<file path="src/rtl/div_seq.sv">
// Multi-cycle restoring divider for the EX stage: one quotient bit per cycle,
// signed/unsigned, divide-by-zero and flush handling, {remainder, quotient} result.
module div_seq #(
  parameter int unsigned WIDTH = 32
) (
  input  logic               clk,
  input  logic               rst,
  input  logic               start,
  input  logic               annul,
  input  logic               signed_div,
  input  logic [WIDTH-1:0]   opdata1,
  input  logic [WIDTH-1:0]   opdata2,
  output logic [2*WIDTH-1:0] result,
  output logic               ready,
  output logic               stall_req
);

  typedef enum logic [1:0] {IDLE, DIVZERO, BUSY, DONE} state_t;

  localparam logic [5:0] STEPS = 6'(WIDTH);

  state_t               state, state_n;
  logic [5:0]           cnt, cnt_n;
  logic [2*WIDTH:0]     work, work_n;
  logic [WIDTH-1:0]     dvsr, dvsr_n;
  logic                 q_neg, q_neg_n;
  logic                 r_neg, r_neg_n;
  logic [2*WIDTH-1:0]   result_n;
  logic                 ready_n;

  logic [WIDTH:0]       diff;
  logic [WIDTH-1:0]     mag1, mag2;
  logic [WIDTH-1:0]     quot, rem_v;

  assign stall_req = start & ~ready & ~annul;

  always_ff @(posedge clk or negedge rst) begin
    if (!rst) begin
      state  <= IDLE;
      cnt    <= '0;
      work   <= '0;
      dvsr   <= '0;
      q_neg  <= 1'b0;
      r_neg  <= 1'b0;
      result <= '0;
      ready  <= 1'b0;
    end else begin
      state  <= state_n;
      cnt    <= cnt_n;
      work   <= work_n;
      dvsr   <= dvsr_n;
      q_neg  <= q_neg_n;
      r_neg  <= r_neg_n;
      result <= result_n;
      ready  <= ready_n;
    end
  end

  always_comb begin
    state_n  = state;
    cnt_n    = cnt;
    work_n   = work;
    dvsr_n   = dvsr;
    q_neg_n  = q_neg;
    r_neg_n  = r_neg;
    result_n = result;
    ready_n  = ready;

    mag1  = (signed_div && opdata1[WIDTH-1]) ? -opdata1 : opdata1;
    mag2  = (signed_div && opdata2[WIDTH-1]) ? -opdata2 : opdata2;
    diff  = work[2*WIDTH:WIDTH] - {1'b0, dvsr};
    quot  = q_neg ? -work[WIDTH-1:0] : work[WIDTH-1:0];
    rem_v = r_neg ? -work[2*WIDTH:WIDTH+1] : work[2*WIDTH:WIDTH+1];

    if (annul && state != IDLE) begin
      state_n  = IDLE;
      cnt_n    = '0;
      ready_n  = 1'b0;
      result_n = '0;
    end else begin
      unique case (state)
        IDLE: begin
          if (start && !annul) begin
            cnt_n = '0;
            if (opdata2 == '0) begin
              state_n = DIVZERO;
            end else begin
              state_n = BUSY;
              // Dividend sits one bit up so each step compares before shifting.
              work_n  = {{WIDTH{1'b0}}, mag1, 1'b0};
              dvsr_n  = mag2;
              q_neg_n = signed_div & (opdata1[WIDTH-1] ^ opdata2[WIDTH-1]);
              r_neg_n = signed_div & opdata1[WIDTH-1];
            end
          end
        end
        DIVZERO: begin
          // First cycle clears the work register, second one signals the zero result.
          if (cnt == '0) begin
            work_n = '0;
            cnt_n  = 6'd1;
          end else begin
            cnt_n    = '0;
            result_n = '0;
            ready_n  = 1'b1;
            state_n  = DONE;
          end
        end
        BUSY: begin
          if (cnt == STEPS) begin
            result_n = {rem_v, quot};
            ready_n  = 1'b1;
            cnt_n    = '0;
            state_n  = DONE;
          end else begin
            if (diff[WIDTH])
              work_n = {work[2*WIDTH-1:0], 1'b0};
            else
              work_n = {diff[WIDTH-1:0], work[WIDTH-1:0], 1'b1};
            cnt_n = cnt + 6'd1;
          end
        end
        DONE: begin
          if (!start) begin
            state_n  = IDLE;
            ready_n  = 1'b0;
            result_n = '0;
          end
        end
      endcase
    end
  end

endmodule

</file>
<file path="config.mk">
export PLATFORM = sky130hd
export DESIGN_NAME = div_seq
export DESIGN_NICKNAME = d
export VERILOG_FILES = /design/src/rtl/div_seq.sv
export SDC_FILE = /design/constraint.sdc
export NUM_CORES = 1
export LEC_CHECK = 0
export CAP_MARGIN = 40
export CELL_PAD_IN_SITES_DETAIL_PLACEMENT = 0
export CELL_PAD_IN_SITES_GLOBAL_PLACEMENT = 1
export CORE_AREA = 2 2 176 178
export DETAILED_ROUTE_END_ITERATION = 7
export DIE_AREA = 0 0 178 180
export PLACE_DENSITY = 0.74
export SLEW_MARGIN = 25
export SYNTH_ARGS = -nofsm -noshare
export SYNTH_HDL_FRONTEND = slang
export SYNTH_SLANG_ARGS = --single-unit
export TNS_END_PERCENT = 20
</file>
<file path="constraint.sdc">
create_clock -name clk -period 3.1 [get_ports clk]
set_input_delay 0.465 -clock clk [delete_from_list [all_inputs] [get_ports clk]]
set_output_delay 0.465 -clock clk [all_outputs]
set_load 0.02 [all_outputs]
</file>
==> results_dict.tcl <==
set metrics [dict create \
    clock-sinks 172 \
    slowest_stage "dfrtp_1" \
    overflow 0 \
    drt_pass1_iterations 5 \
    maxSlewViolCount 0 \
    die_x_um 178 \
    drv_cap 0 \
    boundaryPins 135 \
    fmax_mhz 324 \
    relSlewSlack_pct 51.5 \
    synth_most_common_cell "nand2_1" \
    crit_path_max_fanout 5 \
    filler_cell_count 2851 \
    path_class "reg2reg" \
    hold_viol_final 0 \
    start_kind "register" \
    gp_congestion 0.885 \
    synth.distinct_cells 71 \
    viasPerCell 5.28 \
    ys_warn_count 0 \
    cts-hold-fix-buffers 0 \
    area_growth_pct 30.0 \
    fin_skew_ns 0.0111 \
    htreeDepth 4 \
    tightest_slew_ns 0.727 \
    ys.flop_type "dfrtp_1" \
    row_count 64 \
    clock_path_buffers 2 \
    finalCritPeriodShare_pct 99.6 \
    die_y_um 180 \
    crit_chain "ha_1, buf_4, a21o_1, a21oi_1, and3_4, o31ai_4, a21bo_4, buf_4, buf_4, a311o_1, xor2_1, mux2i_1, o31ai_1" \
    min_period_ns 3.09 \
    start_util_pct 38.3 \
    worst_hold_path_type "in2async" \
    ir_worst_vdd_uv 429 \
    cts_root_buf "clkbuf_16" \
    synth-async-reset-ratio_pct 100 \
    rsz0062_at_grt "yes" \
    postLayoutCoreUtil_pct 49.8 \
    final_antenna_net_count 0 \
    drc 0 \
    critPathArrivalTime_ns 3.43 \
    numPortBuffers 134 \
    yosys_register_bits 172 \
    endpoint_kind "register" \
    antenna_found_initial 0 \
    powerDensity_mw_per_mm2 711 \
    dp.final_hpwl_um 24300 \
    tns_ns 0 \
    first_global_vias 10300 \
    cts_tree "yes" \
    wl_um 32300 \
    synth_cells 1355 \
    yosysSeqAreaShare_pct 37.2 \
    r2r_setup_slack_ns 0.01 \
    final_nets 1694 \
    p_leak_nw 6.54 \
    avgSynthCellArea_um2 8.53 \
    synth_common_cells "219 x nand2_1, 172 x dfrtp_1, 168 x o21ai_0" \
    grt_pass1_wl_um 52300 \
    synth_area_mm2 0.0116 \
    worstSkewPairLatency_ns 0.44 \
    grt_usage_pct 20.2 \
    synth-edff-count 0 \
    die-area_mm2 0.0320 \
    cts_buffers 17 \
    drt-wirelength-per-cell_um 16.3 \
    clk_pin_slew_ns 0.07 \
    status "completed" \
    yosysTopAreaCell "dfrtp_1" \
    worst_path_most_repeated_cell "buf_4" \
    power_mw 10.7 \
    synth.area.top_cells "dfrtp_1 37%, xor2_1 7.4%, o21ai_0 7.3%, nand2_1 7.1%, ha_1 4.8%" \
    crit_required_ns 3.44 \
    slowest_delay_ns 0.40 \
    synth_top_cell_area_share_pct 37.2 \
    setup_viol 0 \
    vias 10500 \
    dr.first_iter.drc_count 756 \
    grt_max_degree 67 \
    drive_gt1_share_pct 14.2 \
    diodes 0 \
    synth_fp_nets 1469 \
    core_mm2 0.0302 \
]
[cell families after synthesis]
kind of cell             after synthesis  share of synthesized area, %
AO/OA/AOI/OAI                        405                          22.0
XOR/XNOR                             148                          11.4
adder cells (fa/ha/maj)               45                          4.94
buffers and inverters                126                          4.62
flip-flops                           172                          37.2
multiplexers                          27                          2.37
AND/OR/NAND/NOR                      432                          17.4
[final cells by class]
cell class / count / area, um^2 / area share, %
clock inverters: 14 / 115 / 0.766
repair buffers: 276 / 2550 / 17.0
clock buffers: 18 / 429 / 2.86
flip-flops and latches: 172 / 4310 / 28.7
well taps: 396 / 495 / 3.30
multi-input cells: 1057 / 6920 / 46.1
inverters: 56 / 210 / 1.40
[state kept, by name (all words and copies together), names as in the netlist]
register,count
r_neg,1
q_neg,1
cnt,6
state,2
work,65
dvsr,32
ready,1
result,64
[worst max-delay path, delay by kind of cell (launching register included)]
family          cells  cell delay, ns
compound gates      6            1.30
flops               1            0.40
mux                 1            0.11
fa+ha+maj           1            0.31
xor+xnor            1            0.21
buf+inv             3            0.41
simple gates        1            0.25
[repair_timing]
action | 4_1_cts | 5_1_grt
cloned | 0 | 3
setup buffers | 1 | 1
gates resized for setup | 10 | 35
endpoints found under the setup margin | 10 | 34
pin swaps | 3 | 8
hold endpoints to repair | 0 | 0
[path summary, 6_finish.rpt]
path | depth (start not counted) | from | endpoint
max | 13 | work[36]$_DFFE_PN0P_ | work[59]$_DFFE_PN0P_
min | 1 | rst | result[3]$_DFFE_PN0P_
max reg2reg | 13 | work[36]$_DFFE_PN0P_ | work[59]$_DFFE_PN0P_
min reg2reg | 2 | result[12]$_DFFE_PN0P_ | result[12]$_DFFE_PN0P_
max in group asynchronous | 2 | rst | dvsr[19]$_DFFE_PN0P_
min in group clk | 2 | result[12]$_DFFE_PN0P_ | result[12]$_DFFE_PN0P_
[metal layers]
metal,track usage [%],up-vias,routed length [um]
li1,-,5263,-
met1,27.0,4944,15100
met2,33.5,250,15300
met3,3.41,43,1370
met4,5.54,0,562
met5,0,-,0
[layout by cell type (no fill, tap or decap), types with 8 or more instances in the layout]
cell and count:
or4_1 12, xor2_1 97, o21a_1 8, a21o_1 13, ha_1 38, nor4_1 9
o21ai_0 161, a21oi_1 70, nor3_1 25, buf_4 129, nor2_1 66, a22oi_1 27
clkbuf_16 19, nor2b_1 9, nand4_1 15, or3_1 8, o41ai_1 12, dfrtp_1 170
inv_1 52, nand2b_1 14, nand3_1 12, clkdlybuf4s50_1 133, a31oi_1 8, nand2_1 219
mux2i_1 23, and2_1 10, xnor2_1 49, o31ai_1 39
[where the power goes]
| group | total (mW) | leakage [nW] | internal [mW] | switching (mW) |
|---|---|---|---|---|
| logic | 5.33 | 4.01 | 2.21 | 3.12 |
| registers | 3.31 | 2.28 | 2.82 | 0.492 |
| clock network | 2.04 | 0.252 | 1.04 | 0.998 |
[through the flow]
step	hold slack, ns	cells	instance area [um^2]	worst slack, ns
after CTS	0.0407	1984	14800	-0.00716
after global routing	0.0608	1989	15000	-0.107
after floorplan	0.169	1355	11600	0.0111
after detailed placement	0.469	1951	14200	-0.188
final	0.0256	1989	15000	0.0119
after global placement	0.463	1949	14200	-0.0955
Power figures use the tool's default switching activity.
